File: config.mk
export PLATFORM = sky130hd
export DESIGN_NAME = reg_file
export DESIGN_NICKNAME = d
export VERILOG_FILES = /design/src/rtl/reg_file.sv
export SDC_FILE = /design/constraint.sdc
export NUM_CORES = 1
export LEC_CHECK = 0
export CORE_AREA = 2 2 150 152
export CTS_BUF_LIST = sky130_fd_sc_hd__clkbuf_16
export CTS_CLUSTER_SIZE = 24
export DETAILED_ROUTE_END_ITERATION = 16
export DIE_AREA = 0 0 152 154
export PLACE_DENSITY = 0.85
export SYNTH_ARGS = -nofsm -noshare
export SYNTH_HDL_FRONTEND = slang
export SYNTH_SLANG_ARGS = --single-unit
export TNS_END_PERCENT = 30
File: constraint.sdc
create_clock -name clk -period 19 [get_ports clk]
set_clock_uncertainty 0.1 [all_clocks]
set_input_delay 3.8 -clock clk [delete_from_list [all_inputs] [get_ports clk]]
set_output_delay 3.8 -clock clk [all_outputs]
set_load 0.01 [all_outputs]
File: src/rtl/reg_file.sv
// TTL16 register file: 16 x 16-bit registers, one write port, two combinational read ports.
// Define REG_FILE_BYPASS_EN to forward DIN to a read port that selects the register being written.

module reg_file_slot (
    input  logic        clk,
    input  logic        rst,
    input  logic        en,
    input  logic [15:0] d,
    output logic [15:0] q
);
    always_ff @(posedge clk or posedge rst) begin
        if (rst)
            q <= 16'h0000;
        else if (en)
            q <= d;
    end
endmodule

module reg_file (
    input  logic        clk,
    input  logic        rst,
    input  logic [3:0]  WSEL,
    input  logic        W,
    input  logic [15:0] DIN,
    input  logic [3:0]  RSEL0,
    input  logic [3:0]  RSEL1,
    output logic [15:0] DOUT0,
    output logic [15:0] DOUT1
);
    localparam int NUM_REGS = 16;
    localparam int DW       = 16;

    logic [NUM_REGS-1:0]         wen;
    logic [NUM_REGS-1:0]         sel0_oh;
    logic [NUM_REGS-1:0]         sel1_oh;
    logic [NUM_REGS-1:0][DW-1:0] regs;
    logic [DW-1:0]               rd0;
    logic [DW-1:0]               rd1;

    // one-hot write decode, all lines low when W is low
    assign wen     = W ? (NUM_REGS'(1) << WSEL) : '0;
    assign sel0_oh = NUM_REGS'(1) << RSEL0;
    assign sel1_oh = NUM_REGS'(1) << RSEL1;

    genvar g;
    generate
        for (g = 0; g < NUM_REGS; g++) begin : g_slot
            reg_file_slot u_slot (
                .clk (clk),
                .rst (rst),
                .en  (wen[g]),
                .d   (DIN),
                .q   (regs[g])
            );
        end
    endgenerate

    // AND-OR read muxes
    always_comb begin
        rd0 = '0;
        rd1 = '0;
        for (int i = 0; i < NUM_REGS; i++) begin
            rd0 = rd0 | (regs[i] & {DW{sel0_oh[i]}});
            rd1 = rd1 | (regs[i] & {DW{sel1_oh[i]}});
        end
    end

`ifdef REG_FILE_BYPASS_EN
    assign DOUT0 = (W && (RSEL0 == WSEL)) ? DIN : rd0;
    assign DOUT1 = (W && (RSEL1 == WSEL)) ? DIN : rd1;
`else
    assign DOUT0 = rd0;
    assign DOUT1 = rd1;
`endif
endmodule

==> flow_metrics.env <==
export IMPL_status="finished, final reports clean"
export IMPL_combPwrFrac_pct=22.3
export IMPL_ir_drop_uv=90.1
export IMPL_timing_rr_start="g_slot[11].u_slot.q[11]"
export IMPL_max_cap_violations=0
export IMPL_finalCritPeriodShare_pct=58.4
export IMPL_syn_num_nets=1250
export IMPL_top_regs="g_slot.u_slot.q x256"
export IMPL_routabilityCongestion=0.949
export IMPL_clock_sinks=256
export IMPL_ctsHoldBuffers=0
export IMPL_powerDensity_nw_per_um2=105
export IMPL_cts_resized=0
export IMPL_dp_slack_ns=8.20
export IMPL_whs_ns=0.431
export IMPL_synth_edf_count=0
export IMPL_hold_end="g_slot[2].u_slot.q[14]"
export IMPL_critPathRequiredTime_ns=15.10
export IMPL_sw_frac_of_total_pct=30.2
export IMPL_rsz0062_at_grt="no"
export IMPL_path_clk_slew_ns=0.06
export IMPL_antenna_found_initial=1
export IMPL_slew_headroom_pct=11.9
export IMPL_track_usage_pct=38.0
export IMPL_worstHoldPathCells=1
export IMPL_pwr_share_clk_pct=29.8
export IMPL_grt_overflow=0
export IMPL_reg2reg_slack_ns=18.07
export IMPL_die_w_um=152
export IMPL_layout_drive_gt1_share_pct=30.2
export IMPL_internal_power_mw=1.14
export IMPL_worstMarginPinSlew_ns=1.32
export IMPL_ys_types=50
export IMPL_grt_max_degree=108
export IMPL_layout_min_cycle_time_ns=11.09
export IMPL_post_cts_repair_setup_buffers=0
export IMPL_slew_violations=0
export IMPL_yosysSeqAreaShare_pct=45.4
export IMPL_worstSetupPathType="input port to output pin"
export IMPL_fin_util_pct=71.7
export IMPL_dr_total_vias=11460
export IMPL_synthArstFlopShare_pct=100
export IMPL_yosys_warnings=0
export IMPL_start_util_pct=65.0
export IMPL_max_freq_mhz=90.2
export IMPL_htree_levels=1
export IMPL_endpoint_kind="output pin"
export IMPL_drc=0
export IMPL_drt_wl_total_um=44900
export IMPL_rows=54
export IMPL_cts_buffer_depth=3
export IMPL_ys_flop_type="dfrtp_1"
export IMPL_critPathLaunchType="input port"
export IMPL_ys_seq_elements=256
export IMPL_ant_nets=0
export IMPL_grt_pass1_vias=11663
export IMPL_drtIter0Drc=1512
export IMPL_coreArea_um2=21700
export IMPL_r2r_cells=1
export IMPL_finalSetupViolCount=0
export IMPL_fin_nets=1243
export IMPL_dieArea_um2=23400
export IMPL_clock_root_buffer="clkbuf_16"
export IMPL_insertedDiodeCount=0
export IMPL_largest_reg_flops=256
export IMPL_post_dp_hpwl_um=25700
export IMPL_switchingPower_mw=0.494
export IMPL_top_register="g_slot.u_slot.q"
export IMPL_avgSynthCellArea_um2=11.6
export IMPL_cts_buffers=28
export IMPL_portBuffers=62
export IMPL_wl_per_cell_um=29.7
export IMPL_routed_via_density=7.59
export IMPL_path_max_fanout=50
export IMPL_cts_tree="done"
export IMPL_r2r_end="g_slot[11].u_slot.q[11]"
export IMPL_leakage_nw=6.33
export IMPL_p_seq_share_pct=47.9
export IMPL_pin_count=63
export IMPL_chipHeight_um=154
export IMPL_grt_pass1_wl_um=68700
export IMPL_worst_slack_ns=7.91
export IMPL_hold_path_class="flop to flop"
export IMPL_setup_tns_final_ns=0
export IMPL_clock_latency_ns=0.54
export IMPL_final_hold_viol_count=0
export IMPL_synthCells=1219
export IMPL_netlist_area_um2=14100
export IMPL_synthToLayoutAreaGrowth_pct=10.2
export IMPL_firstDrtPassIters=5
export IMPL_arrival_ns=7.19
export IMPL_min_from="g_slot[2].u_slot.q[14]"
## cell families after synthesis
family	Yosys count	synth area share, %
buffers and inverters	135	4.24
multiplexers	318	24.9
AND/OR/NAND/NOR	218	9.44
flip-flops	256	45.4
AO/OA/AOI/OAI	292	16.0
## per-stage QoR
stage	cell area, um2	cells	total power [mW]
after floorplan	14100	1219	1.01
after global placement	14700	1462	1.12
after detailed placement	14700	1462	1.14
after CTS	15500	1510	1.63
after global routing	15500	1510	1.70
final	15500	1510	1.64
## Yosys cell counts (17+ instances only)
| master | n | share of area (%) |
|---|---|---|
| a22oi_1 | 62 | 3.3 |
| nand2_1 | 21 | 0.56 |
| clkbuf_1 | 65 | 1.7 |
| dfrtp_1 | 256 | 45 |
| a22o_1 | 45 | 2.8 |
| or3b_2 | 17 | 1.1 |
| mux2i_1 | 59 | 4.2 |
| nand3_1 | 34 | 1.2 |
| buf_2 | 58 | 2.1 |
| mux2_2 | 258 | 21 |
| nor2_1 | 31 | 0.83 |
| nand3b_1 | 39 | 2.1 |
| a31oi_1 | 18 | 0.80 |
| a221oi_1 | 31 | 1.9 |
| a211oi_1 | 32 | 1.7 |
| a21oi_1 | 33 | 1.2 |
## layer usage
metal	vias up	wire [um]	GRT usage, %
met3	277	5920	11.3
met4	4	3040	22.8
met1	5579	16200	48.5
met5	-	30	0
met2	922	19700	57.4
li1	4678	-	-
## critical path, cell delays in order
cell and delay [ns]:
buf_2 0.75, buf_4 0.51, nand2b_1 0.74, a21oi_1 0.45, a211oi_1 0.09, nand4_1 0.21, clkdlybuf4s50_1 0.56
## power groups by stage
stage          Sequential [mW]  Combinational [mW]  Clock, mW
3_5_place_dp             0.786               0.357          0
4_1_cts                  0.780               0.359      0.490
2_1_floorplan            0.749               0.260          0
5_1_grt                  0.800               0.389      0.514
6_report                 0.785               0.365      0.489
3_3_place_gp             0.780               0.344          0
## cell type report
type	instances	area (um2)
clock inverters	19	83.8
repair buffers	94	833
flip-flops and latches	256	6410
inverters	4	22.5
clock buffers	29	726
well taps	280	350
fillers	1463	6150
multi-input cells	828	7120
## how the worst max path moves through the flow
stage | start | to | slack [ns] | cells past startpoint
after floorplan | rst | g_slot[0].u_slot.q[0] | 8.06 | 1
after global placement | RSEL0[3] | DOUT0[5] | 8.31 | 8
after detailed placement | RSEL0[0] | DOUT0[14] | 8.20 | 7
after CTS | RSEL0[0] | DOUT0[14] | 8.16 | 7
after global routing | RSEL0[0] | DOUT0[14] | 8.01 | 7
final | RSEL0[0] | DOUT0[14] | 7.91 | 7
## layout by cell type, fill, tap and decap left out, types with 21 or more instances in the layout
cell,Yosys,final
dfrtp_1,256,256
a22o_1,45,45
buf_4,3,33
nand3b_1,39,39
nor2_1,31,30
a221oi_1,31,31
a21oi_1,33,33
a211oi_1,32,32
clkbuf_16,0,29
nand2_1,21,21
nand3_1,34,34
clkdlybuf4s50_1,0,56
a22oi_1,62,62
mux2i_1,59,59
mux2_2,258,258
Power figures use the tool's default switching activity.
